## src/rtl/ethernet_parser_pkg.sv

```systemverilog
// Shared constants, header offsets and FSM state type for the Ethernet/IPv4 address parser.
// Offsets are for an untagged frame. An 802.1Q tag moves the later ones up by VLAN_TAG_LEN.
package ethernet_parser_pkg;

  localparam logic [15:0] ETHERTYPE_IPV4 = 16'h0800;
  localparam logic [15:0] ETHERTYPE_VLAN = 16'h8100;

  localparam logic [5:0] OFF_ETHERTYPE = 6'd12;
  localparam logic [5:0] OFF_IP_VER    = 6'd14;
  localparam logic [5:0] OFF_SRC_IP    = 6'd26;
  localparam logic [5:0] OFF_DST_IP    = 6'd30;
  localparam logic [5:0] VLAN_TAG_LEN  = 6'd4;
  localparam logic [5:0] OFF_MAX       = 6'd63;

  typedef enum logic [1:0] {
    IDLE    = 2'd0,
    ETH_HDR = 2'd1,
    IP_HDR  = 2'd2,
    DRAIN   = 2'd3
  } parser_state_e;

  // The first IPv4 byte holds the version and the IHL. IHL counts 32-bit words, so 5 is the minimum header.
  function automatic logic ipv4_hdr_ok(input logic [7:0] b);
    return (b[7:4] == 4'd4) && (b[3:0] >= 4'd5);
  endfunction

endpackage

```

## src/rtl/ethernet_parser_if.sv

```systemverilog
// Byte-stream input and parsed IPv4 address output of ethernet_parser.
// The master drives frame bytes. The slave (the parser) returns the addresses.
interface ethernet_parser_if;

  logic        frame_valid;
  logic [7:0]  frame_data;
  logic        frame_last;
  logic [31:0] src_ip;
  logic [31:0] dst_ip;
  logic        ip_valid;

  modport master (
    output frame_valid, frame_data, frame_last,
    input  src_ip, dst_ip, ip_valid
  );

  modport slave (
    input  frame_valid, frame_data, frame_last,
    output src_ip, dst_ip, ip_valid
  );

endinterface

```

## src/rtl/ethernet_parser.sv

```systemverilog
// Extracts the IPv4 source and destination addresses from an Ethernet frame byte stream.
// Define ETHERNET_PARSER_VLAN_EN to skip one 802.1Q tag. When this macro is not defined, a 0x8100 EtherType is treated as non-IPv4.
//
// state   | meaning
// IDLE    | waiting for byte 0 of a frame
// ETH_HDR | MAC addresses and EtherType (plus the 802.1Q tag when that is enabled)
// IP_HDR  | IPv4 header: version check, then capture of the address bytes
// DRAIN   | ignore bytes until frame_last
module ethernet_parser
  import ethernet_parser_pkg::*;
(
  input  logic              clk,
  input  logic              rst,
  ethernet_parser_if.slave  bus
);

  parser_state_e state_q, state_d;
  logic [5:0]    cnt_q, cnt_d;
  logic [5:0]    shift_q, shift_d;
  logic [7:0]    etype_hi_q, etype_hi_d;
  logic [31:0]   src_sh_q, src_sh_d;
  logic [31:0]   dst_sh_q, dst_sh_d;
  logic [31:0]   src_ip_q, src_ip_d;
  logic [31:0]   dst_ip_q, dst_ip_d;
  logic          ip_valid_q, ip_valid_d;

  logic [15:0]   etype;
  logic [5:0]    etype_off, ver_off, src_off, dst_off, commit_off;

  assign etype      = {etype_hi_q, bus.frame_data};
  assign etype_off  = OFF_ETHERTYPE + shift_q;
  assign ver_off    = OFF_IP_VER + shift_q;
  assign src_off    = OFF_SRC_IP + shift_q;
  assign dst_off    = OFF_DST_IP + shift_q;
  assign commit_off = OFF_DST_IP + shift_q + 6'd3;

  always_ff @(posedge clk) begin
    if (rst) begin
      state_q    <= IDLE;
      cnt_q      <= '0;
      shift_q    <= '0;
      etype_hi_q <= '0;
      src_sh_q   <= '0;
      dst_sh_q   <= '0;
      src_ip_q   <= '0;
      dst_ip_q   <= '0;
      ip_valid_q <= 1'b0;
    end else begin
      state_q    <= state_d;
      cnt_q      <= cnt_d;
      shift_q    <= shift_d;
      etype_hi_q <= etype_hi_d;
      src_sh_q   <= src_sh_d;
      dst_sh_q   <= dst_sh_d;
      src_ip_q   <= src_ip_d;
      dst_ip_q   <= dst_ip_d;
      ip_valid_q <= ip_valid_d;
    end
  end

  always_comb begin
    state_d    = state_q;
    cnt_d      = cnt_q;
    shift_d    = shift_q;
    etype_hi_d = etype_hi_q;
    src_sh_d   = src_sh_q;
    dst_sh_d   = dst_sh_q;
    src_ip_d   = src_ip_q;
    dst_ip_d   = dst_ip_q;
    ip_valid_d = 1'b0;

    if (bus.frame_valid) begin
      cnt_d = (cnt_q == OFF_MAX) ? cnt_q : cnt_q + 6'd1;

      unique case (state_q)
        IDLE: state_d = ETH_HDR;

        ETH_HDR: begin
          if (cnt_q == etype_off) begin
            etype_hi_d = bus.frame_data;
          end else if (cnt_q == etype_off + 6'd1) begin
            if (etype == ETHERTYPE_IPV4) begin
              state_d = IP_HDR;
`ifdef ETHERNET_PARSER_VLAN_EN
            // Only a single tag is skipped. A second 0x8100 is sent to DRAIN.
            end else if (etype == ETHERTYPE_VLAN && shift_q == '0) begin
              shift_d = VLAN_TAG_LEN;
`endif
            end else begin
              state_d = DRAIN;
            end
          end
        end

        IP_HDR: begin
          if (cnt_q == ver_off) begin
            if (!ipv4_hdr_ok(bus.frame_data)) state_d = DRAIN;
          end else if (cnt_q >= src_off && cnt_q < dst_off) begin
            src_sh_d = {src_sh_q[23:0], bus.frame_data};
          end else if (cnt_q >= dst_off && cnt_q <= commit_off) begin
            dst_sh_d = {dst_sh_q[23:0], bus.frame_data};
            if (cnt_q == commit_off) begin
              src_ip_d   = src_sh_q;
              dst_ip_d   = {dst_sh_q[23:0], bus.frame_data};
              ip_valid_d = 1'b1;
              state_d    = DRAIN;
            end
          end
        end

        DRAIN: ;

        default: state_d = IDLE;
      endcase

      // The last byte has already been processed above, so a commit on offset 33 still takes effect.
      if (bus.frame_last) begin
        state_d    = IDLE;
        cnt_d      = '0;
        shift_d    = '0;
        etype_hi_d = '0;
        src_sh_d   = '0;
        dst_sh_d   = '0;
      end
    end
  end

  assign bus.src_ip   = src_ip_q;
  assign bus.dst_ip   = dst_ip_q;
  assign bus.ip_valid = ip_valid_q;

endmodule

```

## src/flat_wrapper.sv

```systemverilog
// flat-port wrapper written by rule: the top's interface ports become plain ports
module ethernet_parser_flat import ethernet_parser_pkg::*;
  (clk, rst, bus_frame_valid, bus_frame_data, bus_frame_last, bus_src_ip, bus_dst_ip, bus_ip_valid);
  ethernet_parser_if bus_i ();
  input  logic clk;
  input  logic rst;
  input wire logic [$bits(bus_i.frame_valid)-1:0] bus_frame_valid;
  input wire logic [$bits(bus_i.frame_data)-1:0] bus_frame_data;
  input wire logic [$bits(bus_i.frame_last)-1:0] bus_frame_last;
  output wire logic [$bits(bus_i.src_ip)-1:0] bus_src_ip;
  output wire logic [$bits(bus_i.dst_ip)-1:0] bus_dst_ip;
  output wire logic [$bits(bus_i.ip_valid)-1:0] bus_ip_valid;
  assign bus_i.frame_valid = bus_frame_valid;
  assign bus_i.frame_data = bus_frame_data;
  assign bus_i.frame_last = bus_frame_last;
  assign bus_src_ip = bus_i.src_ip;
  assign bus_dst_ip = bus_i.dst_ip;
  assign bus_ip_valid = bus_i.ip_valid;
  ethernet_parser u_core (.clk(clk), .rst(rst), .bus(bus_i));
endmodule
```

## config.mk

```make
export PLATFORM = sky130hd
export DESIGN_NAME = ethernet_parser_flat
export DESIGN_NICKNAME = d
export VERILOG_FILES = /design/src/rtl/ethernet_parser_pkg.sv /design/src/rtl/ethernet_parser_if.sv /design/src/rtl/ethernet_parser.sv /design/src/flat_wrapper.sv
export SDC_FILE = /design/constraint.sdc
export NUM_CORES = 1
export LEC_CHECK = 0
export CAP_MARGIN = 20
export CORE_MARGIN = 2
export CORE_UTILIZATION = 30
export DETAILED_ROUTE_END_ITERATION = 8
export PLACE_DENSITY_LB_ADDON = 0.08
export SLEW_MARGIN = 15
export SYNTH_ARGS = -nofsm -noshare
export SYNTH_HDL_FRONTEND = slang
export SYNTH_SLANG_ARGS = --single-unit
```

## constraint.sdc

```tcl
create_clock -name clk -period 4.1 [get_ports clk]
set_input_delay 0.82 -clock clk [delete_from_list [all_inputs] [get_ports clk]]
set_output_delay 0.82 -clock clk [all_outputs]
set_load 0.01 [all_outputs]
```

==> results.txt, run 1 <==
H-tree Lvls: 4
CTS tree: yes
Max-slew violations: 0
Top-count cell post-synth: dfxtp_1
Core area: 16,500 um^2
Area share of the largest cell type after synthesis: 0.548
Clock transition at path regs: 0.05 ns
Area growth syn-to-layout: 29.7%
Worst EP required: 4.45 ns
Final hold violations: 0
Chip Width: 133 um
DR vias/cell: 4.75
Rows: 47
Global-route wire length before repair: 21,200 um
Vias in the first global route: 3,938
Total CTS buffers: 17
Netlist Area Pre-Place: 5000 um^2
Via count: 4,039
Clock Skews: 0.0118 ns
Initial DRT Pass Iterations: 4
Layout net count: 637
CP arrival: 2.89 ns
Async SR Flop Fraction: 0
Congestion Overflow GR: 0
Top FF cell, synth: dfxtp_1
Final TNS setup: 0 ns
Share of cells above drive strength 1: 0.0698
Per-cell routed wire length: 15.0 um
Dpl ws: 1.14 ns
Hold_buf cts: 0
All-Layer GR Usage: 0.152
Gate Count Post-Synth: 554
Number of distinct library cells after synthesis: 45
Tightest Pin Transition: 0.923 ns
Peak supply drop: 0.316 mV
Initial antenna violation count: 0
Synth top cells by count: 137 x dfxtp_1, 135 x nand2_1, 67 x a21oi_1, 49 x nor2_1, 41 x a22oi_1
Crit Path Max Fanout: 24
Status: completed
Hpwl dp: 8230 um
RSZ-0062 raised after global routing: false
Pwr Density: 444 nW/um^2
WL final: 12,700 um
Starting Density: 0.304
FF+latch count, synth: 137
Minimum clock period: 2.54 ns
Synth warn: 0
Clock root buffer: clkbuf_16
# Max-Cap Violations: 0
Clk buf depth: 2
Sequential area share after synthesis: 0.548
Worst-Skew Late Latency: 0.42 ns
Worst Setup End Kind: register
Fmax: 0.393 GHz
Post-synth EDFFs: 0
Syn_nets: 574
Fill cell count: 1,659
P_leak: 0.00216 uW
Startpoint types: input port
Avg Inst Size Synth: 9.03 um^2
Final Wtd Congestion: 0.813
Post-CTS sizing: 0
Period utilisation layout: 0.620
CP Class: in2reg
Final setup viols: 0
# port buffers: 76
N_diodes: 0
Top post-synthesis cells by area: dfxtp_1 55%, nand2_1 10%, a21oi_1 6.7%
Pwr Total: 2880 uW
Pin count of the biggest net entering global routing: 59
Hold Crit Class: reg2reg
PnR worst setup slack: 1.56 ns
Setup bufs post-CTS: 0
Antenna-violating nets left: 0
Slew HR: 0.383
Initial DRC Count: 327
# clock sinks: 137
Area leader, netlist: dfxtp_1
DRC violations left: 0
Die Y: 133 um
Top-Level Pins: 77
Die footprint: 17,700 um^2
==> kinds of logic after synthesis <==
| logic type | count (synthesis) | share of synthesized area |
|---|---|---|
| AOI/OAI and AO/OA | 147 | 0.198 |
| muxes | 2 | 0.00400 |
| buffers and inverters | 45 | 0.0420 |
| and+or+nand+nor | 211 | 0.181 |
| xor gates and xnor gates | 4 | 0.00700 |
| adders and majority gates | 8 | 0.0200 |
| DFF | 137 | 0.548 |
==> area by class of cell <==
| cell class | instances | area (um^2) | share of cell area |
|---|---|---|---|
| Clock buffer | 24 | 472 | 0.0727 |
| Clock inverter | 8 | 95.1 | 0.0147 |
| Inverter | 6 | 22.5 | 0.00347 |
| Multi-Input combinational cell | 372 | 2060 | 0.317 |
| Sequential cell | 137 | 2740 | 0.423 |
| Tap cell | 220 | 275 | 0.0424 |
| Timing Repair Buffer | 83 | 823 | 0.127 |
==> worst paths after layout <==
kind         slack (ns)                     to  cells after the start                  start
min                0.45  u_core.bus.dst_ip[18]                      2  u_core.bus.dst_ip[18]
min reg2reg        0.45  u_core.bus.dst_ip[18]                      2  u_core.bus.dst_ip[18]
max                1.56    u_core.dst_sh_q[21]                      6         bus_frame_last
max reg2reg        1.85    u_core.dst_sh_q[21]                      6      u_core.state_q[0]
==> through the flow <==
stage | std cells | cell area, um^2 | hold WS (ns) | utilization
6_report | 850 | 6490 | 0.453 | 0.394
5_1_grt | 850 | 6490 | 0.473 | 0.394
4_1_cts | 850 | 6490 | 0.453 | 0.394
3_5_place_dp | 818 | 5920 | 0.446 | 0.360
3_3_place_gp | 818 | 5920 | 0.445 | 0.360
2_1_floorplan | 554 | 5000 | 0.432 | -
==> placed cells by master, fill, tap and decap left out, drive strengths merged, types with 2 or more instances in the layout <==
cell type	count
nand3	2
a22oi	41
bufinv	2
nand2	135
and3	3
clkinvlp	2
xnor2	2
nor3	5
buf	8
clkdlybuf4s50	75
o31a	2
o21ai	3
dfxtp	137
nor4	3
nor3b	2
nor2	50
a22o	24
nand4	2
a21oi	67
xor2	2
ha	8
mux2i	2
nand2b	2
clkbuf	24
inv	6
clkinv	4
==> sequential cells by signal (all words and copies together), names as in the netlist <==
register / flops
u_core.bus.dst_ip: 32
u_core.cnt_q: 6
u_core.dst_sh_q: 24
u_core.src_sh_q: 32
u_core.etype_hi_q: 8
u_core.state_q: 2
u_core.bus.ip_valid: 1
u_core.bus.src_ip: 32
==> metal layers <==
layer / wire length (um) / GRT usage / vias to the layer above
met3: 520 / 0.0426 / 11
met1: 6320 / 0.204 / 1902
li1: - / - / 2037
met5: 0 / 0 / -
met4: 125 / 0.0579 / 0
met2: 5780 / 0.233 / 89
==> worst max-delay path: stages <==
cell             delay (ns)
clkdlybuf4s50_1        0.40
buf_4                  0.18
nor2b_1                0.34
nand2_1                0.15
nor3_4                 0.73
a22o_1                 0.27
==> power by group <==
group / internal [uW] / switching, uW
clock: 923 / 544
sequential: 1330 / 1.97
combinational: 24.7 / 56.7
(Power assumes the default switching activity.)
==> inputs of run 2 (changes only) <==
clock period = 2.7 ns   (was 4.1 ns; I/O delays follow)
==> run 2 against run 1 <==
Effect of this change:
- sequential cell count unchanged
- routed wire length up 2.7%
- sequential power up 51%
- combinational power up 61%
- first-iteration DRC count down 19%
- clock power up 61%
- critical path type is now reg2reg
==> results.txt, run 2 (same netlist as run 1, synthesis figures left out) <==
Initial DRT Pass Iterations: 5 (+1)
Clock root buffer: clkbuf_16
R2r startpoint: u_core.cnt_q[1]
Die footprint: 17,700 um^2 (unchanged)
Status: completed
Starting Density: 0.304 (unchanged)
Dpl ws: 0.341 ns (-0.799 ns)
CP arrival: 2.40 ns (-0.49 ns)
Fill cell count: 1,685 (+1.6%)
Final Wtd Congestion: 0.807 (-0.71%)
Peak supply drop: 0.477 mV (+51%)
Setup bufs post-CTS: 0 (unchanged)
Hold Startpoint: u_core.bus.dst_ip[5]
Buf/Inv on CP: 1 (-1)
N_diodes: 0 (unchanged)
Worst Setup End Kind: register
Family with the most delay on the worst path: compound AO/OA/AOI/OAI gates
Minimum clock period: 2.04 ns
Startpoint types: register
Most common cell after layout, fill and taps aside: dfxtp_1
DRC violations left: 0 (unchanged)
Final hold violations: 0 (unchanged)
CTS tree: yes
Pin count of the biggest net entering global routing: 89 (+51%)
# port buffers: 76 (unchanged)
Tightest Pin Transition: 0.894 ns (-0.0292 ns)
Met1 Track Usage GR: 0.210 (+0.00602)
Hold Crit Class: reg2reg
Initial antenna violation count: 0 (unchanged)
Hold depth: 2 (unchanged)
WL final: 13,100 um (+2.7%)
Top-Level Pins: 77 (unchanged)
Via count: 4,162 (+3.0%)
Final TNS setup: 0 ns (unchanged)
CP Class: reg2reg
Cells along the critical path: inv_1 > ha_1 > o21ai_1 > o31a_1 > o21ba_2 > a22o_1
Clk buf depth: 2 (unchanged)
Worst EP required: 3.06 ns (-1.39 ns)
Hold_buf cts: 0 (unchanged)
All-Layer GR Usage: 0.155 (+0.00299)
Initial DRC Count: 264 (-19%)
Per-cell routed wire length: 15.3 um (+1.9%)
Rows: 47 (unchanged)
# Max-Cap Violations: 0 (unchanged)
# clock sinks: 137 (unchanged)
Period utilisation layout: 0.756
Post-CTS sizing: 0 (unchanged)
Congestion Overflow GR: 0 (unchanged)
Clock transition at path regs: 0.06 ns (about the same)
R2R depth: 6 (unchanged)
P_leak: 0.00222 uW (+2.5%)
Pwr Density: 685 nW/um^2 (+54%)
Fmax: 0.490 GHz
Die Y: 133 um (unchanged)
Final setup viols: 0 (unchanged)
Antenna-violating nets left: 0 (unchanged)
Vias in the first global route: 3,995 (+1.4%)
PnR worst setup slack: 0.659 ns (-0.897 ns)
Hpwl dp: 8390 um (+2.0%)
Worst-Skew Late Latency: 0.42 ns (about the same)
RSZ-0062 raised after global routing: false
Share of cells above drive strength 1: 0.0863 (+0.0165)
Most frequent cells in the layout: 137 x dfxtp_1, 135 x nand2_1, 75 x clkdlybuf4s50_1
Hold Path Sink: u_core.bus.dst_ip[5]
Layout net count: 644 (+1.1%)
Met3 Use GR: 0.0419 (-0.000761)
Flop2flop setup slack: 0.66 ns (-1.19 ns)
Area growth syn-to-layout: 31.7%
Busiest layer in global routing: met2
Global-route wire length before repair: 21,500 um (+1.2%)
Max incr delay on CP: 0.52 ns (-0.21 ns)
Max-slew violations: 0 (unchanged)
Met2 Usage GRT: 0.233 (+0.000288)
Slew HR: 0.404 (+0.0214)
Crit Path Max Fanout: 24 (unchanged)
Clock Skews: 0.00882 ns (-0.00302 ns)
H-tree Lvls: 4 (unchanged)
Reg2reg end: u_core.dst_sh_q[16]
Chip Width: 133 um (unchanged)
DR vias/cell: 4.86 (+2.2%)
Slowest CP cell: o21ba_2
Core area: 16,500 um^2 (unchanged)
Total CTS buffers: 17 (unchanged)
run 2: changes by cell type in the layout (fill, tap and decap cells not counted), sizes merged:
cell / previous run / this run
bufinv: 2 / 3
clkinv: 4 / 5
inv: 6 / 9
clkbuf: 24 / 18
buf: 8 / 15
clkinvlp: 2 / 3
run 2: how the worst max path moves through the flow:
stage                                to              start  slack, ns  depth (start not counted)
finish              u_core.dst_sh_q[16]    u_core.cnt_q[1]       0.66                          6
global route         u_core.dst_sh_q[8]    u_core.cnt_q[1]       0.50                          6
CTS                 u_core.dst_sh_q[16]    u_core.cnt_q[1]       0.67                          6
detailed placement    u_core.state_q[0]  bus_frame_data[2]       0.34                          6
global placement      u_core.state_q[0]  bus_frame_data[2]       0.34                          6
floorplan           u_core.dst_sh_q[16]    u_core.cnt_q[2]       1.04                          7
run 2: where the power goes:
group | total (uW) | switching (uW) | internal, uW
clock | 2360 | 899 | 1460
sequential | 2030 | 3.37 | 2020
combinational | 131 | 88.1 | 42.4
total | 4510 | 990 | 3520
run 2: layout make-up:
cell class / instances / area [um^2] / share of cell area
Clock buffer: 18 / 429 / 0.0651
Clock inverter: 14 / 171 / 0.0260
Inverter: 6 / 22.5 / 0.00342
Timing Repair Buffer: 90 / 888 / 0.135
Sequential cell: 137 / 2740 / 0.416
Tap cell: 220 / 275 / 0.0418
Multi-Input combinational cell: 372 / 2060 / 0.313
run 2: per-layer routing:
layer,vias up,routed length [um]
li1,2062,-
met1,1984,6430
met2,97,5880
met3,19,579
met4,0,209
met5,-,0
run 2: worst register-to-register path: stages (launching register included):
cell	delay (ns)
dfxtp_1	0.45
inv_1	0.12
ha_1	0.26
o21ai_1	0.16
o31a_1	0.25
o21ba_2	0.52
a22o_1	0.23
run 2: through the flow:
step	instance area, um^2	power [uW]	std cells	hold WS, ns	util
floorplan	5000	2140	554	0.432	-
global placement	5990	2200	825	0.444	0.364
detailed placement	5990	2200	825	0.446	0.364
CTS	6590	4580	857	0.454	0.400
global route	6590	4680	857	0.469	0.400
finish	6590	4510	857	0.452	0.400
==> inputs of run 3 (changes only) <==
clock period = 1.82 ns   (was 2.7 ns; I/O delays follow)
==> run 3 against run 2 <==
Effect of this change:
- non-clock buffer count is 26 higher
- global-route usage fell by 0.17 points
- combinational power grew 76%
- final cell count increased by 2.9%
- utilization is 2.5 points higher
- routed wire length rose by 8.7%
- die area stayed put
- critical path type unchanged
- largest cell class unchanged
- highest routed layer unchanged
==> results.txt, run 3 (same netlist as run 1, synthesis figures left out) <==
Status: completed
Via count: 4,268 (+2.5%)
DRC violations left: 0 (unchanged)
Top-Level Pins: 77 (unchanged)
CTS tree: yes
Starting Density: 0.304 (unchanged)
# Max-Cap Violations: 0 (unchanged)
Congestion Overflow GR: 0 (unchanged)
Share of cells above drive strength 1: 0.140 (+0.0541)
Switching power total: 1390 uW (+40%)
Top Layer Used: met4
Pwr Density: 966 nW/um^2 (+41%)
Die footprint: 17,700 um^2 (unchanged)
Startpoint types: register
Chip Width: 133 um (unchanged)
Initial antenna violation count: 0 (unchanged)
Hold Startpoint: rst
Part of the power in the clock network: 0.521 (about the same)
Initial DRC Count: 288 (+9.1%)
RSZ-0062 raised after global routing: true
Crit Path Max Fanout: 12 (-50%)
P_int: 5370 uW (+53%)
Sequential power share: 0.445 (-0.004)
Rows: 47 (unchanged)
CP Capture Point: u_core.dst_sh_q[17]
Crit. Startpoint: u_core.cnt_q[4]
Fmax: 0.559 GHz (+14%)
R2r startpoint: u_core.cnt_q[4]
Per-cell routed wire length: 16.1 um (+5.6%)
All-Layer GR Usage: 0.153 (-0.00173)
Final instance area: 7010 um^2 (+6.3%)
Global-route wire length before repair: 21,500 um (-0.13%)
Initial DRT Pass Iterations: 5 (unchanged)
Hold depth: 3 (+1)
PnR worst setup slack: 0.0304 ns (-0.629 ns)
Final Wtd Congestion: 0.812 (+0.59%)
Final setup viols: 0 (unchanged)
Most frequent cells in the layout: 135 x nand2_1, 131 x dfxtp_1, 75 x clkdlybuf4s50_1
Tightest Pin Transition: 0.420 ns (-0.474 ns)
Clock root buffer: clkbuf_16
Max-slew violations: 0 (unchanged)
Met2 Wirelength: 6590 um (+12%)
DR vias/cell: 4.84 (-0.36%)
Period utilisation layout: 0.983 (+0.228)
Flop2flop setup slack: 0.03 ns (-0.63 ns)
Clk buf depth: 2 (unchanged)
Worst Setup End Kind: register
Reg2reg end: u_core.dst_sh_q[17]
Antenna-violating nets left: 0 (unchanged)
CP Class: reg2reg
Hold Crit Class: in2reg
N_diodes: 0 (unchanged)
Pin count of the biggest net entering global routing: 88 (-1.1%)
Worst EP required: 2.18 ns (-0.88 ns)
Minimum clock period: 1.79 ns (-0.251 ns)
WL final: 14,200 um (+8.7%)
Layout net count: 671 (+4.2%)
# port buffers: 76 (unchanged)
Dpl ws: -0.253 ns (-0.595 ns)
Worst-Skew Late Latency: 0.42 ns (about the same)
Sw Share: 0.206 (-0.0138)
Peak supply drop: 0.670 mV (+40%)
H-tree Lvls: 4 (unchanged)
# clock sinks: 137 (unchanged)
Die Y: 133 um (unchanged)
Slew HR: 0.720 (+0.316)
P_leak: 0.00241 uW (+8.8%)
Core area: 16,500 um^2 (unchanged)
Clock transition at path regs: 0.06 ns (about the same)
Final hold violations: 0 (unchanged)
Post-DP Area: 6170 um^2 (+3.0%)
Vias in the first global route: 4,015 (+0.50%)
Most common cell after layout, fill and taps aside: nand2_1
Clock Skews: 0.0128 ns (+0.00394 ns)
Hold_buf cts: 0 (unchanged)
CP arrival: 2.15 ns (-0.25 ns)
WL met3: 534 um (-7.8%)
Area growth syn-to-layout: 40.0%
R2R depth: 8 (+2)
Hpwl dp: 8690 um (+3.5%)
Metal-1 WL: 7000 um (+8.9%)
Comb pwr share: 0.034 (+0.005)
Total CTS buffers: 17 (unchanged)
## run 3: final cells by class
type / count / area (um^2)
Tap cell: 220 / 275
Fill cell: 1640 / 9460
Sequential cell: 137 / 2750
Clock inverter: 7 / 116
Inverter: 6 / 22.5
Multi-Input combinational cell: 373 / 2110
Timing Repair Buffer: 116 / 1240
Clock buffer: 23 / 488
## run 3: power by group through the flow
stage | Combinational [uW] | Sequential (uW) | Clock (uW)
floorplan | 107 | 3070 | 0
global placement | 221 | 3070 | 0
detailed placement | 222 | 3070 | 0
CTS | 227 | 3010 | 3610
global route | 250 | 3010 | 3750
finish | 231 | 3010 | 3530
## run 3: worst min-delay path by stage
| stage | endpoint | slack (ns) |
|---|---|---|
| finish | u_core.cnt_q[1] | 0.44 |
| global route | u_core.bus.src_ip[23] | 0.47 |
| CTS | u_core.cnt_q[2] | 0.37 |
| detailed placement | u_core.bus.dst_ip[28] | 0.45 |
| global placement | u_core.bus.dst_ip[1] | 0.45 |
| floorplan | u_core.bus.src_ip[24] | 0.43 |
## run 3: timing repair
action	in CTS	in global routing
endpoints found under the setup margin	33	88
setup buffers	0	4
gates resized for setup	5	15
cloned	0	6
pin swaps	1	7
## run 3: worst max-delay path, cell delays in order (launching register included)
cell and delay [ns]:
dfxtp_2 0.36, nor4b_4 0.36, o21ai_1 0.12, o31a_1 0.16
buf_4 0.16, nor3_4 0.15, buf_12 0.15, clkbuf_16 0.15
a22o_1 0.13
## run 3: per-layer routing
layer / vias up / track usage
met5: - / 0
met4: 0 / 0.0496
met3: 11 / 0.0365
met2: 96 / 0.233
met1: 2047 / 0.214
li1: 2114 / -
## run 3: through the flow
stage	power, uW	util	cells	hold slack (ns)	TNS (ns)
final	6770	0.425	882	0.438	0
after global routing	7010	0.425	882	0.474	-1.13
after CTS	6840	0.412	872	0.368	0
after detailed placement	3300	0.374	842	0.447	-12.56
after global placement	3290	0.374	842	0.446	-12.25
after floorplan	3180	-	554	0.432	0
